## src/rtl/ram_pkg.sv

```systemverilog
// rtl/ram_pkg.sv - shared types and constants for param_sync_ram
// Purpose : clear-sequencer state encoding and read-during-write mode constants.
// Ports   : none (package).
package ram_pkg;

  typedef enum logic {
    ST_IDLE  = 1'b0,
    ST_CLEAR = 1'b1
  } clr_state_t;

  localparam int RDW_OLD = 0;
  localparam int RDW_NEW = 1;

endpackage

```

## src/rtl/ram_clear_seq.sv

```systemverilog
// rtl/ram_clear_seq.sv - zero-fill sequencer for param_sync_ram
// Purpose : walks a pointer over every word after reset or on request,
//           issuing one zero write per cycle.
// Ports   : clk, rst (sync, active-high), clr_req (start request, IDLE only),
//           busy (CLEAR state), clr_we (clear write strobe), clr_addr (clear pointer).
import ram_pkg::*;

module ram_clear_seq #(
  parameter int ADDR_W = 6,
  parameter int DEPTH  = 64
) (
  input  logic              clk,
  input  logic              rst,
  input  logic              clr_req,
  output logic              busy,
  output logic              clr_we,
  output logic [ADDR_W-1:0] clr_addr
);

  localparam logic [ADDR_W-1:0] LP_LAST = ADDR_W'(DEPTH - 1);

  clr_state_t        r_state;
  clr_state_t        w_next_state;
  logic [ADDR_W-1:0] r_ptr;
  logic [ADDR_W-1:0] w_next_ptr;

  always_ff @(posedge clk) begin
    if (rst) begin
      r_state <= ST_CLEAR;
      r_ptr   <= '0;
    end else begin
      r_state <= w_next_state;
      r_ptr   <= w_next_ptr;
    end
  end

  // clr_req during CLEAR is deliberately not looked at: no restart, no extension.
  always_comb begin
    w_next_state = r_state;
    w_next_ptr   = r_ptr;
    case (r_state)
      ST_IDLE: begin
        if (clr_req) begin
          w_next_state = ST_CLEAR;
          w_next_ptr   = '0;
        end
      end
      ST_CLEAR: begin
        if (r_ptr == LP_LAST) begin
          w_next_state = ST_IDLE;
          w_next_ptr   = '0;
        end else begin
          w_next_ptr = r_ptr + 1'b1;
        end
      end
      default: begin
        w_next_state = ST_IDLE;
        w_next_ptr   = '0;
      end
    endcase
  end

  assign busy     = (r_state == ST_CLEAR);
  assign clr_we   = busy;
  assign clr_addr = r_ptr;

endmodule

```

## src/rtl/param_sync_ram.sv

```systemverilog
// rtl/param_sync_ram.sv - parametrised simple-dual-port synchronous RAM
// Purpose : one write port with byte enables, one registered read port with a
//           valid strobe, selectable read-during-write behaviour, built-in zero-fill.
// Ports   : clk, rst (sync, active-high), clr_req (start zero-fill),
//           wr_en/wr_addr/data/be (write port), rd_en/rd_addr (read request),
//           q/q_valid (registered read result), busy (zero-fill in progress).
import ram_pkg::*;

module param_sync_ram #(
  parameter int DATA_W   = 8,
  parameter int ADDR_W   = 6,
  parameter int DEPTH    = 64,
  parameter int RDW_MODE = 0
) (
  input  logic                clk,
  input  logic                rst,
  input  logic                clr_req,
  input  logic                wr_en,
  input  logic [ADDR_W-1:0]   wr_addr,
  input  logic [DATA_W-1:0]   data,
  input  logic [DATA_W/8-1:0] be,
  input  logic                rd_en,
  input  logic [ADDR_W-1:0]   rd_addr,
  output logic [DATA_W-1:0]   q,
  output logic                q_valid,
  output logic                busy
);

  localparam int              LP_LANES = DATA_W / 8;
  localparam logic [ADDR_W:0] LP_DEPTH = (ADDR_W + 1)'(DEPTH);

  logic [DATA_W-1:0] r_mem [0:DEPTH-1];
  logic [DATA_W-1:0] r_q;
  logic              r_q_valid;

  logic              w_busy;
  logic              w_clr_we;
  logic [ADDR_W-1:0] w_clr_addr;
  logic              w_wr_in_range;
  logic              w_rd_in_range;
  logic [ADDR_W-1:0] w_wr_idx;
  logic [ADDR_W-1:0] w_rd_idx;
  logic [DATA_W-1:0] w_wr_old;
  logic [DATA_W-1:0] w_rd_old;
  logic [DATA_W-1:0] w_wr_merged;
  logic              w_user_we;
  logic              w_rd_accept;
  logic              w_rdw_hit;

  ram_clear_seq #(
    .ADDR_W (ADDR_W),
    .DEPTH  (DEPTH)
  ) u_clear_seq (
    .clk      (clk),
    .rst      (rst),
    .clr_req  (clr_req),
    .busy     (w_busy),
    .clr_we   (w_clr_we),
    .clr_addr (w_clr_addr)
  );

  assign w_wr_in_range = ({1'b0, wr_addr} < LP_DEPTH);
  assign w_rd_in_range = ({1'b0, rd_addr} < LP_DEPTH);

  // Out-of-range addresses are steered to word 0 so the array is never indexed past its end.
  assign w_wr_idx = w_wr_in_range ? wr_addr : '0;
  assign w_rd_idx = w_rd_in_range ? rd_addr : '0;
  assign w_wr_old = r_mem[w_wr_idx];
  assign w_rd_old = r_mem[w_rd_idx];

  always_comb begin
    w_wr_merged = w_wr_old;
    for (int i = 0; i < LP_LANES; i++) begin
      if (be[i]) begin
        w_wr_merged[8*i +: 8] = data[8*i +: 8];
      end
    end
  end

  assign w_user_we   = !w_busy && wr_en && w_wr_in_range;
  assign w_rd_accept = !w_busy && rd_en;
  assign w_rdw_hit   = w_user_we && (wr_addr == rd_addr);

  // Single write process so the array maps onto a RAM macro; nothing is written during rst.
  always_ff @(posedge clk) begin
    if (!rst) begin
      if (w_clr_we) begin
        r_mem[w_clr_addr] <= '0;
      end else if (w_user_we) begin
        r_mem[w_wr_idx] <= w_wr_merged;
      end
    end
  end

  always_ff @(posedge clk) begin
    if (rst) begin
      r_q       <= '0;
      r_q_valid <= 1'b0;
    end else if (w_rd_accept) begin
      r_q_valid <= 1'b1;
      if (!w_rd_in_range) begin
        r_q <= '0;
      end else if ((RDW_MODE == RDW_NEW) && w_rdw_hit) begin
        r_q <= w_wr_merged;
      end else begin
        r_q <= w_rd_old;
      end
    end else begin
      r_q_valid <= 1'b0;
    end
  end

  assign q       = r_q;
  assign q_valid = r_q_valid;
  assign busy    = w_busy;

endmodule

```

## config.mk

```make
export PLATFORM = sky130hd
export DESIGN_NAME = param_sync_ram
export DESIGN_NICKNAME = d
export VERILOG_FILES = /design/src/rtl/ram_pkg.sv /design/src/rtl/ram_clear_seq.sv /design/src/rtl/param_sync_ram.sv
export SDC_FILE = /design/constraint.sdc
export NUM_CORES = 1
export LEC_CHECK = 0
export CAP_MARGIN = 5
export CORE_ASPECT_RATIO = 2
export CORE_MARGIN = 2
export CORE_UTILIZATION = 60
export CTS_CLUSTER_DIAMETER = 30
export DETAILED_ROUTE_END_ITERATION = 7
export PLACE_DENSITY = 0.85
export RECOVER_POWER = 100
export SKIP_LAST_GASP = 1
export SLEW_MARGIN = 20
export SYNTH_ARGS = -nofsm -noshare
export SYNTH_HDL_FRONTEND = slang
export SYNTH_HIERARCHICAL = 1
export SYNTH_SLANG_ARGS = --single-unit
```

## constraint.sdc

```tcl
create_clock -name clk -period 3.6 [get_ports clk]
set_clock_uncertainty 0.1 [all_clocks]
set_input_delay 0.9 -clock clk [delete_from_list [all_inputs] [get_ports clk]]
set_output_delay 0.9 -clock clk [all_outputs]
set_load 0.005 [all_outputs]
```

==> reports/metrics.csv <==
stage,metric,value,unit
status,outcome,"complete, no violations",
clock_network,post-cts repair resize count,0,
grt,largest net degree at the start of global routing,65,
clock_network,clock latency on the worst-skew pair,570,ps
route,Starting DRT DRC Count,1306,
critical_path,RR Startpoint,u_clear_seq/busy$_SDFF_PP1_,
worst_hold_path,Hold Path Depth,2,
critical_path,reg2reg path depth,5,
timing,Hold Worst Slack,527,ps
placed_design,dpl hpwl,31.3,mm
pwr,Peak supply drop,0.561,mV
pwr,Leak,0.00911,uW
run,max-capacitance violation count,0,
cells_and_area,Fillers,2105,
clock_network,post-CTS setup buffer count,0,
timing,Final period util,93.4,%
timing,Slew HR,2.70,%
critical_path,crit path max-delay cell type,buf_2,
cells_and_area,final cell count without fillers,1745,
timing,"Min Clock Period, post-route",3360,ps
timing,Worst Tran Pin Value,1460,ps
synth,Synth Cell Area,0.0209,mm^2
timing,# setup viols final,0,
grt,vias in the first global route,11785,
clock_network,post-cts hold buffer count,0,
timing,Final Hold Viols,0,
placed_design,placed insts,1663,
floorplanning,Top Ports,36,
clock_network,CTS Buf Count,47,
route,TritonRoute pass-1 iters,7,
placed_design,placed standard-cell area,0.0226,mm^2
route,ANT nets after route,0,
cells_and_area,NumNets Final,1298,
route,DRC viols,0,
clock_network,root buffer cell,clkbuf_16,
pwr,Pwr Total,12000,uW
placed_design,routability cong.,0.916,
grt,initial antenna violation count,0,
synth,Synth Net Count,1167,
cells_and_area,final instance area,0.0238,mm^2
critical_path,crit path from,rst,
timing,fmax,297,MHz
cells_and_area,share of layout cells above drive strength 1,17.6,%
cells_and_area,# diodes,0,
critical_path,"Critical Path, Cell by Cell","dlygate4sd3_1, nor2_1, and4_1, buf_12, and2_2, buf_2",
critical_path,Setup crit end kind,flop,
placed_design,IO buf count,35,
pwr,PwrDens,504,mW/mm^2
clock_network,depth of the CTS H-tree,2,
worst_hold_path,Hold Path Class,flop to flop,
grt,GRT Total Usage,28.8,%
grt,total gr overflow,0,
critical_path,maximum fanout along the worst path,64,
route,via/cell ratio,6.63,
critical_path,Worst EP arrival,3410,ps
critical_path,"slowest stage delay, CP",1070,ps
cells_and_area,Area growth syn-to-layout,13.8,%
route,Post-Route WL,50.9,mm
floorplanning,die height,268,um
critical_path,Critical Path RT,3650,ps
floorplanning,die width,136,um
timing,fin. max-slew vios,0,
timing,RSZ-0062 raised after global routing,false,
timing,Final TNS setup,0,ps
floorplanning,Core Rows,96,
synth,"Seq/Total Area, Yosys",75.0,%
synth,Mapped Avg Cell Area,18.4,um^2
worst_hold_path,Hold Crit Start,q[1]$_SDFFE_PP0P_,
clock_network,Worst-path clk slew,70,ps
route,routed wire length per instance,29.2,um
critical_path,internal reg-to-reg setup slack,730,ps
synth,YS warnings,6,
floorplanning,die area,0.0365,mm^2
clock_network,Longest Clk Path Bufs,3,
route,Via Count,11573,
synth,Unique masters post-synth,48,
clock_network,CTS tree,built,
grt,first-pass GRT wire length,74.9,mm
floorplanning,Initial Util,60.9,%
clock_network,Sink Count,528,
critical_path,crit path launch type,primary input,
synth,Cells after Synth,1140,
critical_path,critical path type,primary input to flop,
synth,Seq cells post-synth,528,
floorplanning,Core Area,0.0344,mm^2
[registers in the layout, summed over array words and instances (netlist names)]
register / count
q_valid: 1
u_clear_seq/busy: 1
r_mem: 512
u_clear_seq/clr_addr: 6
q: 8
[Yosys cell counts, drive strengths merged]
cell	count	area [um^2]
a2111o	1	11.3
a2111oi	1	8.76
a211oi	1	7.51
a21oi	6	30.0
a221o	7	70.1
a22oi	88	666
a31oi	4	25.0
a32o	1	10.0
a41oi	1	8.76
and2	11	68.8
and2b	1	7.51
and3b	1	8.76
and4	2	17.5
buf	50	307
clkbuf	16	61.3
dfxtp	16	320
edfxtp	512	15400
ha	1	12.5
inv	4	15.0
mux2	5	56.3
mux2i	144	1440
mux4	63	1420
nand2	32	120
nand2b	11	68.8
nand3	40	205
nand3b	2	15.0
nand4	9	56.3
nand4bb	1	11.3
nor2	71	267
nor2b	8	50.1
nor3	10	50.1
nor3b	3	22.5
o211ai	8	60.1
o21ai	3	15.0
o21bai	1	7.51
o2bb2ai	2	17.5
or2	1	6.26
or3	1	6.26
or3b	1	8.76
[cell usage in the layout (no fill, tap or decap), types with 4 or more instances in the layout]
cell type          n
nand3_1           39
buf_4             55
clkbuf_16         49
clkinvlp_4         5
nor2b_1            7
inv_1              4
dlygate4sd3_1     11
clkbuf_1          39
a21oi_1            6
buf_12            11
clkinv_1           8
clkinv_2           5
a221o_1            7
clkbuf_2           4
o211ai_1           8
nand4_1            9
nand2_1           32
mux2i_1          144
nor2_1            70
buf_2              6
mux4_2            62
nand2b_1          11
a22oi_1           87
mux2_2             5
a31oi_1            4
edfxtp_1         512
dfxtp_1           16
and2_2             8
clkdlybuf4s50_1   22
nor3_1            10
[per-layer routing]
layer	part of all wire, %	routed length, um	track usage, %	vias up
met2	54	27400	51.3	656
li1	-	-	-	4862
met1	33	16600	32.8	5893
met5	0	0	0	-
met4	7.6	3880	18.3	0
met3	6.0	3040	2.96	162
[power breakdown]
part | leakage (uW) | internal [uW] | switching, uW
registers | 0.00601 | 6650 | 14.9
logic | 0.00238 | 178 | 268
clock network | 0.000728 | 2660 | 2230
total | 0.00911 | 9490 | 2510
[through the flow]
| stage | setup WS (ps) | utilization, % |
|---|---|---|
| 2_1_floorplan | 411 | - |
| 3_3_place_gp | -45.8 | 65.6 |
| 3_5_place_dp | -103 | 65.6 |
| 4_1_cts | 499 | 70.0 |
| 5_1_grt | 170 | 69.4 |
| 6_report | 238 | 69.4 |
[layout make-up]
class                           count  area (um^2)  share of cell area, %
Inverter                            4         15.0                 0.0630
Multi-Input combinational cell    542         4870                   20.5
Clock buffer                       51         1230                   5.18
Tap cell                          441          552                   2.32
Clock inverter                     31          279                   1.17
Sequential cell                   528        15700                   65.9
Timing Repair Buffer              148         1170                   4.93
[cell families after synthesis]
group                      after synthesis  synth area share [%]
AOI/OAI and AO/OA                      124                  4.48
adders and majority gates                1                0.0597
buffers and inverters                   70                  1.83
DFF                                    528                  75.0
muxes                                  212                  13.9
and+or+nand+nor                        205                  4.73
[critical path: cells and delay by family]
kind,cells,cell delay [ps]
simple gates,3,560
buf+inv,3,1880
[final timing paths]
kind,end
setup / recovery,r_mem[13][6]$_DFFE_PP_
hold / removal,q[1]$_SDFFE_PP0P_
setup reg to reg,r_mem[13][6]$_DFFE_PP_
hold reg to reg,q[1]$_SDFFE_PP0P_
Power figures use the tool's default switching activity.
